File: src/rtl/mmio_defs.sv
// Shared definitions for the MMIO bridge: peripheral register offsets, UART_STATUS
// bit positions, UART TX state encoding and the baud-divisor clamp.
package mmio_defs;

  localparam logic [1:0] OFF_UART_DATA   = 2'd0;
  localparam logic [1:0] OFF_UART_STATUS = 2'd1;
  localparam logic [1:0] OFF_CYCLE_COUNT = 2'd2;
  localparam logic [1:0] OFF_CLK_DIV     = 2'd3;

  localparam int STAT_FULL    = 0;
  localparam int STAT_EMPTY   = 1;
  localparam int STAT_BUSY    = 2;
  localparam int STAT_OVF     = 3;
  localparam int STAT_CNT_LSB = 8;

  localparam logic [15:0] CLK_DIV_MIN = 16'd2;

  typedef enum logic [1:0] {
    TX_IDLE  = 2'd0,
    TX_START = 2'd1,
    TX_DATA  = 2'd2,
    TX_STOP  = 2'd3
  } tx_state_e;

  function automatic logic [15:0] clamp_div(input logic [15:0] div);
    return (div < CLK_DIV_MIN) ? CLK_DIV_MIN : div;
  endfunction

endpackage

File: src/rtl/uart_tx_fifo.sv
// Buffered 8N1 UART transmitter: a power-of-two byte FIFO feeding a START/DATA/STOP
// shift FSM. The bit period is sampled from i_div each time a byte is popped.
module uart_tx_fifo
  import mmio_defs::*;
#(
  parameter  int DEPTH = 16,
  localparam int AW    = $clog2(DEPTH)
) (
  input  logic        clk,
  input  logic        rst,
  input  logic        i_push,
  input  logic [7:0]  i_data,
  input  logic [15:0] i_div,
  output logic        o_full,
  output logic        o_empty,
  output logic [AW:0] o_count,
  output logic        o_busy,
  output logic        o_drop,
  output logic        o_tx
);

  logic [7:0]  r_mem [DEPTH];
  logic [AW:0] r_wr_ptr;
  logic [AW:0] r_rd_ptr;
  tx_state_e   r_state;
  logic [7:0]  r_shift;
  logic [2:0]  r_bit_cnt;
  logic [15:0] r_div;
  logic [15:0] r_div_cnt;
  logic        r_tx;

  logic w_bit_done;
  logic w_pop;
  logic w_push_ok;

  // Pointers carry one extra wrap bit, so the difference is the occupancy.
  assign o_count    = r_wr_ptr - r_rd_ptr;
  assign o_full     = o_count[AW];
  assign o_empty    = (r_wr_ptr == r_rd_ptr);
  assign w_bit_done = (r_div_cnt == 16'd0);
  assign w_pop      = !o_empty && ((r_state == TX_IDLE) || ((r_state == TX_STOP) && w_bit_done));
  assign w_push_ok  = i_push && (!o_full || w_pop);
  assign o_drop     = i_push && !w_push_ok;
  assign o_busy     = (r_state != TX_IDLE);
  assign o_tx       = r_tx;

  // NOTE: the payload array is deliberately not reset; validity is tracked by the pointers alone.
  always_ff @(posedge clk) begin
    if (w_push_ok) r_mem[r_wr_ptr[AW-1:0]] <= i_data;
  end

  // NOTE: state is updated with non-blocking assignments so every flop samples pre-edge values.
  always_ff @(posedge clk or negedge rst) begin
    if (!rst) r_wr_ptr <= '0;
    else if (w_push_ok) r_wr_ptr <= r_wr_ptr + 1'b1;
  end

  always_ff @(posedge clk or negedge rst) begin
    if (!rst) begin
      r_state   <= TX_IDLE;
      r_rd_ptr  <= '0;
      r_shift   <= '0;
      r_bit_cnt <= '0;
      r_div     <= CLK_DIV_MIN;
      r_div_cnt <= '0;
      r_tx      <= 1'b1;
    end else if (w_pop) begin
      r_rd_ptr  <= r_rd_ptr + 1'b1;
      r_shift   <= r_mem[r_rd_ptr[AW-1:0]];
      r_div     <= i_div;
      r_div_cnt <= i_div - 16'd1;
      r_state   <= TX_START;
      r_tx      <= 1'b0;
    end else begin
      case (r_state)
        TX_IDLE: r_tx <= 1'b1;
        TX_START: begin
          if (w_bit_done) begin
            r_state   <= TX_DATA;
            r_tx      <= r_shift[0];
            r_shift   <= {1'b0, r_shift[7:1]};
            r_bit_cnt <= 3'd0;
            r_div_cnt <= r_div - 16'd1;
          end else begin
            r_div_cnt <= r_div_cnt - 16'd1;
          end
        end
        TX_DATA: begin
          if (w_bit_done) begin
            r_div_cnt <= r_div - 16'd1;
            if (r_bit_cnt == 3'd7) begin
              r_state <= TX_STOP;
              r_tx    <= 1'b1;
            end else begin
              r_tx      <= r_shift[0];
              r_shift   <= {1'b0, r_shift[7:1]};
              r_bit_cnt <= r_bit_cnt + 3'd1;
            end
          end else begin
            r_div_cnt <= r_div_cnt - 16'd1;
          end
        end
        TX_STOP: begin
          if (w_bit_done) begin
            r_state <= TX_IDLE;
            r_tx    <= 1'b1;
          end else begin
            r_div_cnt <= r_div_cnt - 16'd1;
          end
        end
        default: r_state <= TX_IDLE;
      endcase
    end
  end

endmodule

File: src/rtl/mmio_bridge.sv
// Core data-port bridge: routes accesses to data RAM or to the UART/cycle-counter block
// with one-cycle read latency. Define MMIO_CYCLE_COUNTER_EN to build the cycle counter.
module mmio_bridge
  import mmio_defs::*;
#(
  parameter int          FIFO_DEPTH    = 16,
  parameter logic [15:0] CLK_DIV_RESET = 16'd434,
  parameter logic [31:0] PERIPH_BASE   = 32'hBFD0_0000
) (
  input  logic        clk,
  input  logic        rst,
  input  logic        ram_en,
  input  logic [3:0]  ram_write_en,
  input  logic [31:0] ram_addr,
  input  logic [31:0] ram_write_data,
  output logic [31:0] ram_read_data,
  output logic        dram_en,
  output logic [3:0]  dram_write_en,
  output logic [31:0] dram_addr,
  output logic [31:0] dram_write_data,
  input  logic [31:0] dram_read_data,
  output logic        uart_tx
);

  localparam int AW = $clog2(FIFO_DEPTH);

  logic        w_hit_p;
  logic [1:0]  w_off;
  logic        w_wr;
  logic        w_rd;
  logic        w_push;
  logic        w_stat_rd;
  logic        w_div_wr;
  logic [15:0] w_div_next;
  logic [31:0] w_status;
  logic [31:0] w_cycle;
  logic [31:0] w_prd;

  logic        w_full;
  logic        w_empty;
  logic [AW:0] w_count;
  logic        w_busy;
  logic        w_drop;

  logic        r_sel;
  logic [31:0] r_prd;
  logic [15:0] r_div;
  logic        r_ovf;

  assign w_hit_p   = ram_en && (ram_addr[31:16] == PERIPH_BASE[31:16]);
  assign w_off     = ram_addr[3:2];
  assign w_wr      = w_hit_p && (ram_write_en != 4'b0000);
  assign w_rd      = w_hit_p && (ram_write_en == 4'b0000);
  assign w_push    = w_hit_p && ram_write_en[0] && (w_off == OFF_UART_DATA);
  assign w_stat_rd = w_rd && (w_off == OFF_UART_STATUS);
  assign w_div_wr  = w_wr && (w_off == OFF_CLK_DIV);

  assign dram_en         = ram_en && !w_hit_p;
  assign dram_write_en   = w_hit_p ? 4'b0000 : ram_write_en;
  assign dram_addr       = ram_addr;
  assign dram_write_data = ram_write_data;

  uart_tx_fifo #(
    .DEPTH (FIFO_DEPTH)
  ) u_uart (
    .clk     (clk),
    .rst     (rst),
    .i_push  (w_push),
    .i_data  (ram_write_data[7:0]),
    .i_div   (r_div),
    .o_full  (w_full),
    .o_empty (w_empty),
    .o_count (w_count),
    .o_busy  (w_busy),
    .o_drop  (w_drop),
    .o_tx    (uart_tx)
  );

  // NOTE: every always_comb output gets a default first, so no path can infer a latch.
  always_comb begin
    w_div_next = r_div;
    if (ram_write_en[0]) w_div_next[7:0]  = ram_write_data[7:0];
    if (ram_write_en[1]) w_div_next[15:8] = ram_write_data[15:8];
  end

  always_comb begin
    w_status                       = '0;
    w_status[STAT_FULL]            = w_full;
    w_status[STAT_EMPTY]           = w_empty;
    w_status[STAT_BUSY]            = w_busy;
    w_status[STAT_OVF]             = r_ovf;
    w_status[STAT_CNT_LSB +: 8]    = 8'(w_count);
  end

`ifdef MMIO_CYCLE_COUNTER_EN
  logic        w_cnt_clr;
  logic [31:0] r_cycle;

  assign w_cnt_clr = w_wr && (w_off == OFF_CYCLE_COUNT);

  // A clearing write wins over the free-running increment.
  always_ff @(posedge clk or negedge rst) begin
    if (!rst) r_cycle <= '0;
    else if (w_cnt_clr) r_cycle <= '0;
    else r_cycle <= r_cycle + 32'd1;
  end

  assign w_cycle = r_cycle;
`else
  assign w_cycle = '0;
`endif

  always_comb begin
    w_prd = '0;
    case (w_off)
      OFF_UART_STATUS: w_prd = w_status;
      OFF_CYCLE_COUNT: w_prd = w_cycle;
      OFF_CLK_DIV:     w_prd = {16'h0000, r_div};
      default:         w_prd = '0;
    endcase
  end

  always_ff @(posedge clk or negedge rst) begin
    if (!rst) begin
      r_sel <= 1'b0;
      r_prd <= '0;
    end else begin
      r_sel <= w_hit_p;
      if (w_hit_p) r_prd <= w_prd;
    end
  end

  always_ff @(posedge clk or negedge rst) begin
    if (!rst) r_div <= CLK_DIV_RESET;
    else if (w_div_wr) r_div <= clamp_div(w_div_next);
  end

  // A drop in the same cycle as a status read leaves overflow set.
  always_ff @(posedge clk or negedge rst) begin
    if (!rst) r_ovf <= 1'b0;
    else if (w_drop) r_ovf <= 1'b1;
    else if (w_stat_rd) r_ovf <= 1'b0;
  end

  assign ram_read_data = r_sel ? r_prd : dram_read_data;

endmodule
File: config.mk
export PLATFORM = sky130hd
export DESIGN_NAME = mmio_bridge
export DESIGN_NICKNAME = d
export VERILOG_FILES = /design/src/rtl/mmio_defs.sv /design/src/rtl/uart_tx_fifo.sv /design/src/rtl/mmio_bridge.sv
export SDC_FILE = /design/constraint.sdc
export NUM_CORES = 1
export LEC_CHECK = 0
export BUFFER_PORTS_ARGS = -buffer_cell sky130_fd_sc_hd__buf_2
export CAP_MARGIN = 0
export CORE_MARGIN = 1
export CORE_UTILIZATION = 45
export CTS_CLUSTER_DIAMETER = 80
export DETAILED_ROUTE_END_ITERATION = 10
export GPL_ROUTABILITY_DRIVEN = 0
export MAX_ROUTING_LAYER = met4
export PLACE_DENSITY = 0.67
export SLEW_MARGIN = 40
export SYNTH_ARGS = -nofsm -noshare
export SYNTH_HDL_FRONTEND = slang
export SYNTH_SLANG_ARGS = --single-unit
File: constraint.sdc
create_clock -name clk -period 3.9 [get_ports clk]
set_input_delay 0.195 -clock clk [delete_from_list [all_inputs] [get_ports clk]]
set_output_delay 0.195 -clock clk [all_outputs]
set_load 0.02 [all_outputs]
Word-level counts from Yosys, hierarchy flattened. Memories as Yosys holds them, arrays and structs flattened. Cells that the tools add are included. W data, S select, Z words.

Add/subtract/negate cells: 7. Magnitude comparators: 1. Eq/ne operators: 17. Multiplexer cells: 35. Bitwise operators: 1. Reductions and logical operators: 35.

Operators with widths (number): $mux W16 (4); $pmux W16 S2 (2); $mux W8 (6); $sub A16 B1 Y16 const B (3); $mux W32 (1); $eq A16 B16 Y1 const B (1); $logic_not A16 Y1 (1); $lt A16 B2 Y1 const B (1); $pmux W8 S2 (1); $logic_and A1 B1 Y1 (12); $ne A3 B1 Y1 const B (4); $add A5 B1 Y5 const B (2); $mux W2 (5); $reduce_and A5 Y1 (2); $mux W1 (9); $mux W3 (3); $reduce_bool A4 Y1 (2); $eq A2 B2 Y1 const B (3); $pmux W2 S3 (1); $pmux W3 S2 (1); $reduce_bool A2 Y1 (3); $reduce_bool A3 Y1 (2); $eq A5 B5 Y1 (1); $sub A5 B5 Y5 (1); 18 further kinds (25).

Bits in registers: 106. RAM bits: 128. Bits of input ports: 103. Output and inout bits: 102. Logic and storage cells: 109. Memories kept: 1.

Memories: u_uart.r_mem (depth 16, width 8, rd ports 1, clocked after Yosys merged registers in 0, wr ports 1, line uart_tx_fifo.sv:22) `logic [7:0] r_mem [DEPTH];`.

Longest topological paths before layout. Gate-level depths: netlist of run 1.

Depth after elaboration: 9. Gate-level depth with buffers: 12. Depth with buffers taken out: 10.

Modules after synthesis. Synthesis of run 1 repeated with hierarchy kept, for this count alone.

Cells, all modules: 912. Area total of the unflattened synthesis: 11184.5 um^2.

By module, submodules not included: uart_tx_fifo (times used 1, cells each 659, area each 8670.8 um^2, seq. area each 5247.5 um^2); mmio_bridge (times used 1, cells each 253, area each 2513.7 um^2, seq. area each 857.1 um^2).

Worst setup path after synthesis of run 1. Ideal clock, no wire load.

Kind: register to register. From: register u_uart.r_rd_ptr[1]. To: memory u_uart.r_mem[4][0], enable pin. Setup time: 0.332 ns. Arrival time: 2.810 ns. Data required time: 3.568 ns. Slack: 0.758 ns. Stages on the path, launching flop included: 13. Path buffers: 4. Period minus slack after synthesis: 3.142 ns. Path through: dfrtp_1 > clkbuf_1 > clkbuf_1 > inv_1 > fa_1 > a21o_1 > a21oi_1 > xnor2_1 > a21o_1 > and2_1 > buf_4 > buf_6 > and3_1.

Longest elaborated chain between the ends: 7. Elaborated cells between the ends (all ways): 9. Those cells by class: 1 x add/sub; 1 x eq/ne; 2 x mux; 5 x reduce/logical.

RTL lines: start: declaration (line uart_tx_fifo.sv:24) `logic [AW:0] r_rd_ptr;`; start signal: assignment (line uart_tx_fifo.sv:68) `r_rd_ptr <= r_rd_ptr + 1'b1;`; parallel branches: the longest is 3 deep, another holds $sub A5 B5 Y5; $logic_or A1 B1 Y1 (*) (line uart_tx_fifo.sv:42) `assign w_push_ok = i_push && (!o_full || w_pop);`; $logic_and A1 B1 Y1 (*) (line uart_tx_fifo.sv:42); $mux W1 (*) (line uart_tx_fifo.sv:49) `if (w_push_ok) r_mem[r_wr_ptr[AW-1:0]] <= i_data;`; $mux W1 (not written as such) (*) (line uart_tx_fifo.sv:49); end: declaration (line uart_tx_fifo.sv:22).

Mark *: on every way between the ends.

Final worst setup path of run 1.
From: register u_uart.r_wr_ptr[0]. To: memory u_uart.r_mem[12][1], enable pin.

Longest elaborated chain between the ends: 7. Elaborated cells between the ends (all ways): 9. Those cells by class: 1 x add/sub; 1 x eq/ne; 2 x mux; 5 x reduce/logical.

RTL lines: start: declaration (line uart_tx_fifo.sv:23) `logic [AW:0] r_wr_ptr;`; start signal: assignment (line uart_tx_fifo.sv:55) `else if (w_push_ok) r_wr_ptr <= r_wr_ptr + 1'b1;`; parallel branches: the longest is 7 deep, another holds $sub A5 B5 Y5.

Parallel ways; which one is timed is not known.

==> results of run 1 <==
[area by class of cell]
| type | count | area, um2 |
|---|---|---|
| clock buffer | 31 | 657 |
| clock inverter | 13 | 225 |
| fill | 2072 | 11700 |
| inverter | 20 | 75.1 |
| multi-input combinational | 566 | 4270 |
| sequential | 218 | 6110 |
| tap | 324 | 405 |
| timing repair buffer | 167 | 918 |
[cells in the mapped netlist (12+ instances only)]
cell / n / area share (%)
a21oi_1: 33 / 1.5
a31oi_1: 13 / 0.73
and3_1: 17 / 0.96
buf_4: 66 / 4.5
clkbuf_1: 30 / 1.0
dfrtp_1: 83 / 19
edfxtp_1: 128 / 35
ha_1: 18 / 2.0
inv_1: 18 / 0.61
mux2_2: 34 / 3.4
mux4_2: 40 / 8.1
nand2_1: 118 / 4.0
nand3_1: 20 / 0.90
nor2_1: 42 / 1.4
nor2b_1: 23 / 1.3
nor3_1: 19 / 0.85
nor4_1: 12 / 0.67
o21ai_0: 38 / 1.7
xnor2_1: 34 / 2.7
[routing by layer]
layer | routed length, um | global-route usage [%] | vias to the layer above
li1 | - | - | 3441
met1 | 12000 | 30.4 | 3669
met2 | 12900 | 34.5 | 210
met3 | 1370 | 2.87 | 39
met4 | 760 | 6.91 | 0
met5 | 0 | - | -
[power by group]
group	total, uW	internal (uW)	leakage, uW	switching [uW]
sequential	2800	2620	0.00231	183
combinational	2400	1060	0.00242	1340
clock	2470	1530	0.000424	939
[worst register-to-register path, stage by stage, from the launching register on]
cell and delay [ns]:
dfrtp_1 0.40, inv_1 0.15, ha_1 0.17, inv_1 0.06
fa_1 0.40, a21o_1 0.17, a21oi_1 0.23, xnor2_1 0.20
a21o_1 0.20, and2_1 0.59, and3_1 0.50
[kinds of logic after synthesis]
logic type	after synthesis
compound gates	122
xor+xnor	45
fa+ha+maj	19
buf+inv	131
flops	218
mux	78
simple gates	302
[metrics by stage]
step / std cells / area [um2] / utilization [%] / hold slack (ns)
global placement: 1286 / 11700 / 48.0 / 0.279
detailed placement: 1286 / 11700 / 48.0 / 0.288
CTS: 1339 / 12600 / 52.0 / 0.0166
finish: 1339 / 12700 / 52.0 / 0.0343
floorplan: 915 / 11100 / - / -0.101
global route: 1339 / 12700 / 52.0 / 0.0470
[cell usage in the layout (no fill, tap or decap), types with 19 or more instances in the layout]
| cell type | n |
|---|---|
| nand3_1 | 20 |
| clkbuf_16 | 24 |
| o21ai_0 | 38 |
| buf_2 | 143 |
| nor3_1 | 19 |
| mux4_2 | 40 |
| edfxtp_1 | 128 |
| xnor2_1 | 34 |
| mux2_2 | 34 |
| nor2_1 | 40 |
| nor2b_1 | 23 |
| dfrtp_1 | 81 |
| a21oi_1 | 33 |
| nand2_1 | 118 |
[state kept, by name (all words and copies together) (netlist names)]
signal	cells
u_uart.r_shift	8
u_uart.o_tx	1
u_uart.r_rd_ptr	5
u_uart.r_wr_ptr	5
r_div	16
u_uart.r_div	16
u_uart.r_bit_cnt	3
u_uart.r_div_cnt	16
r_sel	1
u_uart.r_mem	128
r_prd	16
r_ovf	1
u_uart.r_state	2
[worst paths after layout]
path / slack, ns / endpoint / cells past startpoint / startpoint
worst max-delay path: 0.49 / u_uart.r_mem[12][1] / 10 / u_uart.r_wr_ptr[0]
worst max register to register: 0.49 / u_uart.r_mem[12][1] / 10 / u_uart.r_wr_ptr[0]
max in group asynchronous: 2.63 / r_div[8] / 3 / rst
worst min register to register: 0.46 / r_prd[5] / 2 / r_prd[5]
worst min-delay path: 0.03 / r_prd[9] / 3 / ram_addr[2]
min in group asynchronous: 0.25 / u_uart.r_rd_ptr[2] / 2 / rst
[repair_timing]
item                                   4_1_cts  5_1_grt
resized for setup                            0        0
hold buffers                                 9        0
endpoints found under the hold margin       54        0
==> summary.json, run 1 <==
{
  "syn2layout_area_growth": {"value": 13.7, "unit": "%"},
  "slowest_cell_delay_on_critical_path": {"value": 0.59, "unit": "ns"},
  "yosys.area_share.simple": {"value": 13.7, "unit": "%"},
  "ys_types": {"value": 68},
  "placement.io_buffers": {"value": 144},
  "fin_crit": {"value": 3.41, "unit": "ns"},
  "ys_seq_elements": {"value": 218},
  "syn_warnings": {"value": 0},
  "clock_latency": {"value": 0.54, "unit": "ns"},
  "placeableCoreArea": {"value": 24300, "unit": "um2"},
  "run_status": {"value": "finished clean"},
  "max_cap_viol_count": {"value": 0},
  "antenna_violations_before_repair": {"value": 0},
  "pwr_density_cell": {"value": 606, "unit": "nW/um2"},
  "core.rowCount": {"value": 57},
  "synth.area.mux_share": {"value": 11.9, "unit": "%"},
  "worst_case_setup_margin_in_the_final_layout": {"value": 0.490, "unit": "ns"},
  "synth_top_family_by_area": {"value": "simple AND/OR/NAND/NOR gates"},
  "critical_path_required": {"value": 4.08, "unit": "ns"},
  "dpl_worst_slack": {"value": 0.511, "unit": "ns"},
  "i_o_pin_cnt": {"value": 205},
  "timing.clock.skew": {"value": 0.0326, "unit": "ns"},
  "worst_path_dominant_cell_family": {"value": "simple AND/OR/NAND/NOR gates"},
  "synthesis.nets": {"value": 1037},
  "first_global_vias": {"value": 7207},
  "grt_pass1_wl": {"value": 42300, "unit": "um"},
  "vias_per_cell": {"value": 5.50},
  "avgRoutedWirePerCell": {"value": 20.2, "unit": "um"},
  "sequential_cell_area_fraction_in_the_yosys_report": {"value": 54.9, "unit": "%"},
  "totalWireLength": {"value": 27100, "unit": "um"},
  "maximum_number_of_pins_on_one_net_before_global_route_repair": {"value": 53},
  "floorplan.initialDensity": {"value": 45.8, "unit": "%"},
  "hold_path_class": {"value": "primary input to flip-flop"},
  "max_slew_margin": {"value": 52.9, "unit": "%"},
  "worstSetupStartpointType": {"value": "flip-flop"},
  "cts-buffers-inserted": {"value": 24},
  "tightest_slew": {"value": 0.700, "unit": "ns"},
  "power_leakage": {"value": 0.00516, "unit": "uW"},
  "drcViolationCount": {"value": 0},
  "setup_violations": {"value": 0},
  "adder_cell_share_of_the_synthesized_area": {"value": 2.20, "unit": "%"},
  "mappedNetlistArea": {"value": 11100, "unit": "um2"},
  "place.detailed.hpwl": {"value": 18600, "unit": "um"},
  "clkSlewWorstSetupHoldPaths": {"value": 0.07, "unit": "ns"},
  "synth-main-ff-cell": {"value": "edfxtp_1"},
  "drive_above_1_share": {"value": 30.0, "unit": "%"},
  "finish.net_count": {"value": 1119},
  "die_w": {"value": 159, "unit": "um"},
  "htree_levels": {"value": 1},
  "syn_avg_cell_area": {"value": 12.2, "unit": "um2"},
  "synth_xor_xnor_area_share": {"value": 3.54, "unit": "%"},
  "clock_tree.root_cell": {"value": "clkbuf_16"},
  "crit_type": {"value": "flip-flop to flip-flop"},
  "finalHoldViolCount": {"value": 0},
  "worstPathCellList": {"value": "inv_1, ha_1, inv_1, fa_1, a21o_1, a21oi_1, xnor2_1, a21o_1, and2_1, and3_1"},
  "path_buf_inv": {"value": 2},
  "report.power.total": {"value": 7670, "unit": "uW"},
  "grt_util_all_layers": {"value": 22.2, "unit": "%"},
  "postCtsSetupRepairBufs": {"value": 0},
  "crit_path_max_fanout": {"value": 18},
  "crit_arrival": {"value": 3.59, "unit": "ns"},
  "detailedRoute.firstIterationViolations": {"value": 568},
  "finalMaxSlewViolations": {"value": 0},
  "synthesis.instances": {"value": 915},
  "synth_async_sr_flop_share": {"value": 41.3, "unit": "%"},
  "vias": {"value": 7359},
  "max_freq": {"value": 293, "unit": "MHz"},
  "area_enclosed_by_the_die_boundary": {"value": 25400, "unit": "um2"},
  "ant_nets": {"value": 0},
  "tritoncts": {"value": "yes"},
  "tns": {"value": 0, "unit": "ns"},
  "clock_sink_count": {"value": 218},
  "drt-pass1-iter-count": {"value": 4},
  "finalCritPeriodShare": {"value": 87.4, "unit": "%"},
  "cts_max_path_buffers": {"value": 3},
  "vdd.ir_drop.worst": {"value": 504, "unit": "uV"},
  "chipHeight": {"value": 159, "unit": "um"},
  "n_diodes": {"value": 0},
  "synth_compound_area_share": {"value": 6.88, "unit": "%"},
  "globalRouteOverflowTotal": {"value": 0},
  "grt_setup_unrepaired": {"value": "false"},
  "critical_path.endpoint_type": {"value": "flip-flop"},
  "synth_enable_flop_cells": {"value": 128},
  "cp_slowest_cell": {"value": "and2_1"}
}
No activity file was read; power rests on OpenSTA's default activity.
==> run 2: changes to the inputs <==
Settings changed: PLACE_DENSITY 0.67 to 0.65.
==> summary.json, run 2 (synthesis gave the netlist of run 1 again) <==
{
  "die_w": {"value": 159, "unit": "um"},
  "vias": {"value": 7429},
  "clock_latency": {"value": 0.53, "unit": "ns"},
  "placeableCoreArea": {"value": 24300, "unit": "um2"},
  "p_int": {"value": 5020, "unit": "uW"},
  "totalWireLength": {"value": 27000, "unit": "um"},
  "r2r-start": {"value": "u_uart.r_div_cnt[0]"},
  "dp_cells": {"value": 1284},
  "switchingPower": {"value": 2480, "unit": "uW"},
  "vdd.ir_drop.worst": {"value": 434, "unit": "uV"},
  "crit_arrival": {"value": 3.49, "unit": "ns"},
  "crit_path_start": {"value": "u_uart.r_div_cnt[0]"},
  "htree_levels": {"value": 1},
  "p_comb_share": {"value": 32.0, "unit": "%"},
  "ff2ff_setup_slack": {"value": 0.59, "unit": "ns"},
  "critical_path_required": {"value": 4.09, "unit": "ns"},
  "chipHeight": {"value": 159, "unit": "um"},
  "avgRoutedWirePerCell": {"value": 20.1, "unit": "um"},
  "worst_reg2reg_path_depth": {"value": 9},
  "pwr_density_cell": {"value": 596, "unit": "nW/um2"},
  "run_status": {"value": "finished clean"},
  "first_global_vias": {"value": 7209},
  "postCtsSetupRepairBufs": {"value": 0},
  "area_enclosed_by_the_die_boundary": {"value": 25400, "unit": "um2"},
  "holdBufCountCts": {"value": 9},
  "finalMaxSlewViolations": {"value": 0},
  "finalCritPeriodShare": {"value": 84.8, "unit": "%"},
  "drcViolationCount": {"value": 0},
  "clock_tree.root_cell": {"value": "clkbuf_16"},
  "placement.io_buffers": {"value": 144},
  "grt_setup_unrepaired": {"value": "false"},
  "final_cell_count_no_fill": {"value": 1339},
  "crit_path_end": {"value": "u_uart.r_mem[11][5]"},
  "globalRouteOverflowTotal": {"value": 0},
  "switching_share": {"value": 33.1, "unit": "%"},
  "crit-reg2reg-capture": {"value": "u_uart.r_mem[11][5]"},
  "drive_above_1_share": {"value": 29.5, "unit": "%"},
  "cts-buffers-inserted": {"value": 25},
  "share_seq_of_total_power": {"value": 37.3, "unit": "%"},
  "setup_violations": {"value": 0},
  "layout.cells.most_common_list": {"value": "buf_2, edfxtp_1, nand2_1"},
  "maximum_number_of_pins_on_one_net_before_global_route_repair": {"value": 67},
  "report.power.total": {"value": 7490, "unit": "uW"},
  "place.detailed.hpwl": {"value": 18300, "unit": "um"},
  "crit_type": {"value": "flip-flop to flip-flop"},
  "antenna_violations_before_repair": {"value": 0},
  "number_of_flip_flops_in_the_largest_register": {"value": 128},
  "tightest_slew": {"value": 0.803, "unit": "ns"},
  "crit_path_max_fanout": {"value": 10},
  "critical_path.endpoint_type": {"value": "flip-flop"},
  "max_cap_viol_count": {"value": 0},
  "clock_sink_count": {"value": 218},
  "clkSlewWorstSetupHoldPaths": {"value": 0.06, "unit": "ns"},
  "floorplan.initialDensity": {"value": 45.8, "unit": "%"},
  "fin_crit": {"value": 3.31, "unit": "ns"},
  "finalHoldViolCount": {"value": 0},
  "drt-pass1-iter-count": {"value": 5},
  "core.rowCount": {"value": 57},
  "detailedRoute.firstIterationViolations": {"value": 635},
  "power_leakage": {"value": 0.00513, "unit": "uW"},
  "cts-resized-gates": {"value": 0},
  "tritoncts": {"value": "yes"},
  "worstSetupStartpointType": {"value": "flip-flop"},
  "n_fill_cell": {"value": 2095},
  "vias_per_cell": {"value": 5.55},
  "p_clk_share": {"value": 30.7, "unit": "%"},
  "grt_pass1_wl": {"value": 42100, "unit": "um"},
  "tns": {"value": 0, "unit": "ns"},
  "n_diodes": {"value": 0},
  "hold_path_class": {"value": "primary input to flip-flop"},
  "syn2layout_area_growth": {"value": 13.0, "unit": "%"},
  "grt_util_all_layers": {"value": 22.0, "unit": "%"},
  "max_slew_margin": {"value": 46.3, "unit": "%"},
  "finish.net_count": {"value": 1118},
  "layout.cells.most_common": {"value": "buf_2"},
  "max_freq": {"value": 302, "unit": "MHz"},
  "ant_nets": {"value": 0},
  "cts_max_path_buffers": {"value": 3},
  "timing.clock.skew": {"value": 0.0206, "unit": "ns"},
  "i_o_pin_cnt": {"value": 205}
}
## run 2: area by class of cell
type | instances | area, um2 | area share [%]
Clock buffer | 35 | 713 | 5.67
Clock inverter | 11 | 100 | 0.796
Timing Repair Buffer | 165 | 907 | 7.21
Inverter | 20 | 75.1 | 0.597
Sequential cell | 218 | 6110 | 48.6
Tap cell | 324 | 405 | 3.22
Multi-Input combinational cell | 566 | 4270 | 33.9
## run 2: worst min-delay path by stage
stage	startpoint	end	slack (ns)	depth (start not counted)
finish	ram_addr[2]	r_prd[2]	0.03	3
global placement	rst	u_uart.r_state[0]	0.37	1
global route	ram_addr[2]	r_prd[8]	0.05	3
CTS	ram_addr[2]	r_ovf	0.03	2
floorplan	rst	r_div[0]	-0.10	0
detailed placement	rst	u_uart.r_state[0]	0.24	1
## run 2: per-layer routing
metal	vias to the layer above	track usage [%]	part of all wire [%]
met5	-	-	0
li1	3434	-	-
met2	270	34.3	48
met1	3682	31.1	44
met3	43	2.24	6.1
met4	0	5.51	1.9
## run 2: power by group through the flow
| stage | clock network [uW] | registers, uW | logic, uW |
|---|---|---|---|
| floorplan | 0 | 2770 | 1860 |
| global placement | 0 | 2820 | 2370 |
| detailed placement | 0 | 2830 | 2390 |
| CTS | 2320 | 2790 | 2410 |
| global route | 2410 | 2820 | 2620 |
| finish | 2300 | 2790 | 2400 |
## run 2: worst max-delay path, stage by stage (launching register included)
cell     delay (ns)
dfrtp_1        0.40
inv_1          0.09
ha_1           0.17
nor3b_2        0.35
and4b_1        0.48
a31o_2         0.25
a21o_1         0.20
and2_1         0.37
buf_4          0.25
and3_1         0.41
## run 2: stage by stage
step	hold WS, ns	util [%]	instance area (um2)	worst slack (ns)
after floorplan	-0.101	-	11100	0.758
after global placement	0.373	47.9	11700	0.717
after detailed placement	0.243	48.0	11700	0.648
after CTS	0.0313	51.7	12600	0.637
after global routing	0.0479	51.7	12600	0.385
final	0.0347	51.7	12600	0.593
